File: src/rtl/div_seq_if.sv
// Handshake and operand/result bundle for the sequential divider.
interface div_seq_if #(parameter int WIDTH = 32);
  logic             start;
  logic             is_signed;
  logic [WIDTH-1:0] src_a;
  logic [WIDTH-1:0] src_b;
  logic             busy;
  logic             done;
  logic             div_zero;
  logic [WIDTH-1:0] hi;
  logic [WIDTH-1:0] lo;

  modport master (output start, is_signed, src_a, src_b,
                  input  busy, done, div_zero, hi, lo);
  modport slave  (input  start, is_signed, src_a, src_b,
                  output busy, done, div_zero, hi, lo);
endinterface

File: src/rtl/div_seq.sv
// Restoring sequential divider: one quotient bit per cycle on magnitudes, then sign fix.
// Quotient to lo, remainder to hi; divide-by-zero resolves in the accept cycle.
module div_seq #(
  parameter int WIDTH = 32
) (
  input logic       clk,
  input logic       reset,
  div_seq_if.slave  bus
);
  localparam int CW = $clog2(WIDTH);

  typedef enum logic [1:0] {IDLE, RUN, FIX} state_t;
  state_t state, state_nxt;

  logic [WIDTH-1:0] a_mag, b_mag, r, q, hi, lo;
  logic [CW-1:0]    cnt;
  logic             neg_q, neg_r, done, div_zero;

  logic             a_neg, b_neg, b_zero, accept;
  logic [WIDTH-1:0] a_abs, b_abs;
  logic [WIDTH:0]   r_sh, r_sub;
  logic             r_ge;

  assign a_neg  = bus.is_signed & bus.src_a[WIDTH-1];
  assign b_neg  = bus.is_signed & bus.src_b[WIDTH-1];
  assign a_abs  = a_neg ? -bus.src_a : bus.src_a;
  assign b_abs  = b_neg ? -bus.src_b : bus.src_b;
  assign b_zero = (bus.src_b == '0);
  assign accept = (state == IDLE) & bus.start;

  // Extra top bit keeps the carry out of the shifted partial remainder.
  assign r_sh  = {r, a_mag[cnt]};
  assign r_sub = r_sh - {1'b0, b_mag};
  assign r_ge  = (r_sh >= {1'b0, b_mag});

  always_ff @(posedge clk or posedge reset) begin
    if (reset) state <= IDLE;
    else       state <= state_nxt;
  end

  always_comb begin
    state_nxt = state;
    case (state)
      IDLE:    if (accept && !b_zero) state_nxt = RUN;
      RUN:     if (cnt == '0) state_nxt = FIX;
      FIX:     state_nxt = IDLE;
      default: state_nxt = IDLE;
    endcase
  end

  always_ff @(posedge clk or posedge reset) begin
    if (reset) begin
      a_mag    <= '0;
      b_mag    <= '0;
      r        <= '0;
      q        <= '0;
      cnt      <= '0;
      neg_q    <= 1'b0;
      neg_r    <= 1'b0;
      hi       <= '0;
      lo       <= '0;
      done     <= 1'b0;
      div_zero <= 1'b0;
    end else begin
      done <= 1'b0;
      case (state)
        IDLE: if (accept) begin
          if (b_zero) begin
            lo       <= '1;
            hi       <= bus.src_a;
            div_zero <= 1'b1;
            done     <= 1'b1;
          end else begin
            a_mag <= a_abs;
            b_mag <= b_abs;
            neg_q <= a_neg ^ b_neg;
            neg_r <= a_neg;
            r     <= '0;
            q     <= '0;
            cnt   <= CW'(WIDTH - 1);
          end
        end
        RUN: begin
          r <= r_ge ? r_sub[WIDTH-1:0] : r_sh[WIDTH-1:0];
          q <= {q[WIDTH-2:0], r_ge};
          if (cnt != '0) cnt <= cnt - 1'b1;
        end
        FIX: begin
          // MIN / -1 needs nothing special: -2^(W-1) wraps back to MIN.
          lo       <= neg_q ? -q : q;
          hi       <= neg_r ? -r : r;
          div_zero <= 1'b0;
          done     <= 1'b1;
        end
        default: ;
      endcase
    end
  end

  assign bus.busy     = (state != IDLE);
  assign bus.done     = done;
  assign bus.div_zero = div_zero;
  assign bus.hi       = hi;
  assign bus.lo       = lo;
endmodule
File: src/flat_wrapper.sv
// flat-port wrapper written by rule: the top's interface ports become plain ports
module div_seq_flat 
#(
  parameter int WIDTH = 32
)
  (clk, reset, bus_start, bus_is_signed, bus_src_a, bus_src_b, bus_busy, bus_done, bus_div_zero, bus_hi, bus_lo);
  div_seq_if #(.WIDTH(WIDTH)) bus_i ();
  input logic clk;
  input logic reset;
  input wire logic [$bits(bus_i.start)-1:0] bus_start;
  input wire logic [$bits(bus_i.is_signed)-1:0] bus_is_signed;
  input wire logic [$bits(bus_i.src_a)-1:0] bus_src_a;
  input wire logic [$bits(bus_i.src_b)-1:0] bus_src_b;
  output wire logic [$bits(bus_i.busy)-1:0] bus_busy;
  output wire logic [$bits(bus_i.done)-1:0] bus_done;
  output wire logic [$bits(bus_i.div_zero)-1:0] bus_div_zero;
  output wire logic [$bits(bus_i.hi)-1:0] bus_hi;
  output wire logic [$bits(bus_i.lo)-1:0] bus_lo;
  assign bus_i.start = bus_start;
  assign bus_i.is_signed = bus_is_signed;
  assign bus_i.src_a = bus_src_a;
  assign bus_i.src_b = bus_src_b;
  assign bus_busy = bus_i.busy;
  assign bus_done = bus_i.done;
  assign bus_div_zero = bus_i.div_zero;
  assign bus_hi = bus_i.hi;
  assign bus_lo = bus_i.lo;
  div_seq #(.WIDTH(WIDTH)) u_core (.clk(clk), .reset(reset), .bus(bus_i));
endmodule
File: config.mk
export PLATFORM = sky130hd
export DESIGN_NAME = div_seq_flat
export DESIGN_NICKNAME = d
export VERILOG_FILES = /design/src/rtl/div_seq_if.sv /design/src/rtl/div_seq.sv /design/src/flat_wrapper.sv
export SDC_FILE = /design/constraint.sdc
export NUM_CORES = 1
export LEC_CHECK = 0
export ABC_AREA = 0
export CAP_MARGIN = 20
export CORE_ASPECT_RATIO = 0.8
export CORE_MARGIN = 1.5
export CORE_UTILIZATION = 40
export CTS_CLUSTER_DIAMETER = 150
export CTS_CLUSTER_SIZE = 10
export DETAILED_ROUTE_END_ITERATION = 10
export PLACE_DENSITY_LB_ADDON = 0.3
export SLEW_MARGIN = 30
export SYNTH_ARGS = -nofsm -noshare
export SYNTH_HDL_FRONTEND = slang
export SYNTH_SLANG_ARGS = --single-unit
File: constraint.sdc
create_clock -name clk -period 8.1 [get_ports clk]
set_input_delay 0.81 -clock clk [delete_from_list [all_inputs] [get_ports clk]]
set_output_delay 0.81 -clock clk [all_outputs]
set_load 0.05 [all_outputs]
# Word-level counts from Yosys, hierarchy flattened

Cells that the tools add are included.

Word-level logic and storage cells: 77
Output and inout bits: 67
Flip-flop bits (word level): 203
Bits of input ports: 68

Eq/ne operators: 8
Muxes and demuxes: 30
Order comparisons: 2
Bitwise logic cells: 5
Add/subtract/negate cells: 6
Reductions and logical operators: 14

Operator list:

| operator                                                    | number |
|---|---|
| 2-to-1 mux 32 bit                                           | 11 |
| one-hot mux 32 bit (2 select lines)                         | 4 |
| negation 32 bit                                             | 4 |
| >= comparator 33 x 32 -> 1 bit                              | 1 |
| zero test 32 bit                                            | 1 |
| subtractor 32 bit                                           | 1 |
| 2-to-1 mux 5 bit                                            | 3 |
| one-hot mux 5 bit (2 select lines)                          | 1 |
| AND reduction 3 bit                                         | 3 |
| inequality test 2 x 1 -> 1 bit (second input constant)      | 4 |
| less-than comparator 5 x 6 -> 1 bit (second input constant) | 1 |
| nonzero test 2 bit                                          | 3 |
| binary-select mux 1 bit (select 5 bit)                      | 1 |
| zero test 5 bit                                             | 1 |
| 2-to-1 mux 1 bit                                            | 5 |
| nonzero test 5 bit                                          | 1 |
| subtractor 5 x 1 -> 5 bit (second input constant)           | 1 |
| 2-to-1 mux 2 bit                                            | 2 |
| inequality test 2 bit (second input constant)               | 2 |
| one-hot mux 1 bit (2 select lines)                          | 2 |
| one-hot mux 2 bit (2 select lines)                          | 1 |
| AND reduction 4 bit                                         | 1 |
| bitwise AND 1 bit                                           | 3 |
| equality test 2 x 1 -> 1 bit (second input constant)        | 1 |
| other kinds (7)                                             | 7 |

# Longest topological paths before layout

Depth after elaboration: 5
Depth in mapped cells: 15
Gate-level depth less buffers: 14

# Worst setup path before layout

Ideal clock, no wire load.

Path kind: register -> register
Start: reg u_core.cnt[0]
End: reg u_core.r[30]
Clock period less this slack: 4.133 ns
Cell stages (with the launch flop): 16
Library setup time: 0.095 ns
Path slack: 3.967 ns
Buffers on the path: 1
Arrival: 4.037 ns
Required time: 8.005 ns
Path through: dfrtp_1 > buf_1 > mux4_2 > mux4_2 > mux2i_1 > ha_1 > inv_1 > fa_1 > a21o_1 > a221o_1 > nand3_1 > o211ai_1 > and4_1 > nor4_1 > a21oi_1 > o31ai_1

Cells in the longest elaborated chain, start to end: 5
Elaborated cells between the ends (all ways): 6
Classes of those cells: add/sub (1); order compare (1); mux (4)

Ends and longest elaborated chain:

| what                                                                | line                         | source |
|---|---|---|
| start, declared                                                     | div_seq.sv:16                | `logic [CW-1:0] cnt;` |
| start signal, assigned                                              | div_seq.sv:80                | `cnt <= CW'(WIDTH - 1);` |
| start signal, assigned                                              | div_seq.sv:86                | `if (cnt != '0) cnt <= cnt - 1'b1;` |
| binary-select mux 1 bit (select 5 bit) *                            | div_seq.sv:32                | `assign r_sh = {r, a_mag[cnt]};` |
| 2-to-1 mux 1 bit (implied by the code) *                            | div_seq.sv:32                |  |
| subtractor 32 bit or >= comparator 33 x 32 -> 1 bit (tied branches) | div_seq.sv:33, div_seq.sv:34 |  |
| 2-to-1 mux 32 bit *                                                 | div_seq.sv:84                | `r <= r_ge ? r_sub[WIDTH-1:0] : r_sh[WIDTH-1:0];` |
| one-hot mux 32 bit (2 select lines) *                               | div_seq.sv:66                | `case (state)` |
| end signal, assigned                                                | div_seq.sv:84                |  |
| end, declared                                                       | div_seq.sv:15                | `logic [WIDTH-1:0] a_mag, b_mag, r, q, hi, lo;` |

Mark *: on every way between the ends. The rest lies on a longest branch, timed or not. The select of a mux whose other input is x is not followed.
A chain may end at the register's enable or synchronous reset.

# Worst setup path after layout

Start: reg u_core.cnt[0]
End: reg u_core.r[1]

The elaborated chain is that of the path after synthesis.

==> impl_summary.txt <==
----------------------------------------------------
[Outcome]
  Status ... completed

[STA]
  FMAX ... about 200 MHz
  Clock Skew ... 0.0169 ns
  Portion of the clock cycle consumed by the worst path in the final layout ... 61.6%
  Headroom to the max-slew limit ... 36.7%
  Setup TNS Final ... 0 ns
  Final hold violation count ... 0
  Worst hold slack ... 0.480 ns
  Max Slew Vio Count ... 0
  Setup-failing EPs final ... 0
  Smallest setup slack after layout ... 3.11 ns
  Final min period ... ~5 ns
  Unrepaired setup endpoints after global routing ... no
  Transition time at the pin with the least slew margin ... 0.950 ns

[GRT]
  Vias in the first global route ... 10200
  First-pass GRT wire length ... approximately 56 mm
  Total Routing Usage GR ... 20.9%
  Antenna violations before repair ... 0
  Largest net degree at the start of global routing ... about 130
  Global route overflow ... 0

[Worst hold path]
  Depth of the worst hold-timing path ... 2
  Hold_sp ... u_core.a_mag[6]
  Class of the tightest hold or removal check ... flip-flop to flip-flop
  Hold worst-path end ... u_core.a_mag[6]

[Critical path]
  Required @ worst endpoint ... roughly 8.5 ns
  Critical R2R Launch ... u_core.cnt[0]
  Critical R2R Capture ... u_core.r[1]
  Worst setup slack for register-to-register paths ... 3.11 ns
  Element type at the critical path end ... flip-flop
  Maximum fanout count along the critical path ... 17
  Cell depth of the worst flop-to-flop path ... 12
  Launching element type of the critical path ... flip-flop
  Critical setup path kind ... flip-flop to flip-flop
  Worst Path Arrival ... 5.39 ns

[Synthesis]
  Number of synthesis warnings ... 0
  Count of flip-flops with a built-in enable after synthesis ... 0
  Prevailing post-synth register cell ... dfrtp_1
  Top post-synthesis cells by count ... dfrtp_1, nand2_1, o21ai_0
  Share of flip-flops with an asynchronous set or reset after synthesis ... 100%
  Mapped cell area ... 0.0129 mm^2
  Number of unique standard cell types used by synthesis ... 66
  Share of Yosys cell area claimed by the top area cell type ... 39.4%
  Cell type with the highest aggregate area in the netlist ... dfrtp_1
  #FFs+latches synth ... 203
  Post-Synthesis Mean Instance Area ... between 8 and 9 um^2
  Dominant cell by count in the synthesized netlist ... dfrtp_1
  Sequential share of the synthesized area ... roughly two fifths
  Post-Syn Nets ... 1574
  Synth top area cells ... dfrtp_1, o21ai_0, xor2_1, nand2_1, xnor2_1
  Post-Syn Instances ... 1467

[Clock network]
  TritonCTS clock tree ... done
  Buffer count from post-CTS setup fixing ... 0
  Maximum level of the CTS H-tree ... 1
  Clk pin slew, worst setup/hold paths ... roughly 0.060 ns
  Root buf cell ... clkbuf_16
  Number of hold buffers added after CTS ... 0
  Post_cts resized ... 0
  Clock insertion delay at the later pin of the skew report ... 0.52 ns
  Maximum clock path buffer count ... 3
  Clock buffer count from CTS ... 24
  Total clock sinks ... 203

[Placement]
  Final weighted congestion in routability-driven placement ... 0.909
  I/O Buffers ... 134
  Pre-CTS setup slack ... 3.13 ns
  Post-DP HPWL ... 25.2 mm

[Cells and area]
  Share of cells above drive strength 1 ... 4.79%
  Antenna diodes ... 0
  Relative area change from synthesis to final layout ... 17.9%
  Layout Nets ... about 1700

[Detailed routing]
  Post-detailed-route wirelength per cell ... around 18 um
  DRC violation total after the first TritonRoute iteration ... 1051
  Via Count ... 11100
  Vias per std cell ... 5.63
  Total wire length after detailed routing ... 34.6 mm
  # DRC ... 0
  First drt pass iteration count ... 5
  Post-detailed-route count of antenna-violating nets ... 0

[Power and ir drop]
  Seq pwr share ... between 20% and 30%
  Clock power frac ... a little over an eighth
  Relative contribution of combinational cells to total power ... approximately three fifths
  Sum of internal, switching and leakage power ... approximately 0.007 W
  Pwr per Cell Area ... roughly 470 mW/mm^2
  Standby leakage power ... 6.15 nW
  Switching Share ... around 48%
  Internal power ... 0.00376 W
  P_sw ... 0.00342 W
  Worst ir drop on vdd ... 0.155 mV

[Die]
  I/O pins ... 135
  DIE AREA ... 0.0333 mm^2
  Horiz. Die Dim ... 204 um
  # rows ... 58
  Die Ht ... 164 um
  Core Area ... 0.0316 mm^2
  Initial core utilization ... 40.8%

[Job]
  Max-capacitance violation count ... 0

----------------------------------------------------
-- cell type report --
type	instances	area [um^2]
Timing Repair Buffer	143	1460
Inverter	56	223
Multi-Input combinational cell	1117	7270
Clock inverter	2	25.0
Fill cell	3036	16400
Clock buffer	24	601
Tap cell	420	526
Sequential cell	203	5080
-- flip-flops by register name, indices dropped and copies added (netlist names), 2 cells and up --
name and cells:
u_core.a_mag 32, u_core.b_mag 32, u_core.bus.hi 32, u_core.bus.lo 32, u_core.cnt 5, u_core.q 32, u_core.r 32, u_core.state 2
-- worst max-delay path: stages, from the launching register on --
cell       delay, ns
dfrtp_1         0.70
mux4_2          0.57
mux4_2          0.49
mux2i_1         0.36
ha_1            0.25
nor2b_1         0.07
o2111ai_1       0.21
a21oi_1         0.13
o21ba_2         0.24
o21ai_1         0.26
a211o_1         0.55
nand2_1         0.54
a311o_1         0.50
-- worst max-delay path by stage --
stage | start | to | slack [ns] | cells after the start
floorplan | reset | u_core.a_mag[0] | 1.75 | 1
global placement | u_core.cnt[0] | u_core.r[1] | 3.21 | 12
detailed placement | u_core.cnt[0] | u_core.r[1] | 3.13 | 12
CTS | u_core.cnt[0] | u_core.r[1] | 3.12 | 12
global route | u_core.cnt[0] | u_core.r[1] | 2.81 | 12
finish | u_core.cnt[0] | u_core.r[1] | 3.11 | 12
-- logic make-up (layout without fill, tap and decap cells) --
group | count (synthesis) | after routing | share of synthesized area (%)
mux | 42 | 42 | 4.25
buf+inv | 147 | 225 | 4.41
fa+ha+maj | 39 | 39 | 3.85
compound gates | 423 | 423 | 20.7
flops | 203 | 203 | 39.4
xor+xnor | 147 | 147 | 10.0
simple gates | 466 | 466 | 17.3
-- stage by stage --
step / utilization [%] / instance area (um^2) / std cells
final: 48.1 / 15200 / 1965
after global routing: 48.1 / 15200 / 1965
after CTS: 48.0 / 15200 / 1964
after detailed placement: 46.0 / 14500 / 1938
after global placement: 45.9 / 14500 / 1936
after floorplan: - / 12900 / 1467
-- power groups by stage --
stage          logic, W  clock network, W  registers, W
2_1_floorplan   0.00279                 0       0.00227
3_3_place_gp    0.00411                 0       0.00204
3_5_place_dp    0.00415                 0       0.00205
4_1_cts         0.00417          0.000952       0.00203
5_1_grt         0.00465          0.000987       0.00210
6_report        0.00421          0.000931       0.00203
-- layout by cell type, fill, tap and decap left out, types with 30 or more instances in the layout --
| cell | count |
|---|---|
| a21oi_1 | 106 |
| clkdlybuf4s50_1 | 134 |
| dfrtp_1 | 202 |
| ha_1 | 38 |
| inv_1 | 54 |
| mux2i_1 | 31 |
| nand2_1 | 178 |
| nor2_1 | 70 |
| nor3_1 | 67 |
| o21ai_0 | 144 |
| o31ai_1 | 30 |
| xnor2_1 | 69 |
| xor2_1 | 78 |
-- metal layers --
metal,global-route usage [%],part of all wire [%],vias to the layer above
li1,-,-,5406
met1,33.9,52,5282
met2,28.5,39,337
met3,3.51,7.3,32
met4,3.57,1.5,0
met5,0,0,-
(Power assumes the default switching activity.)
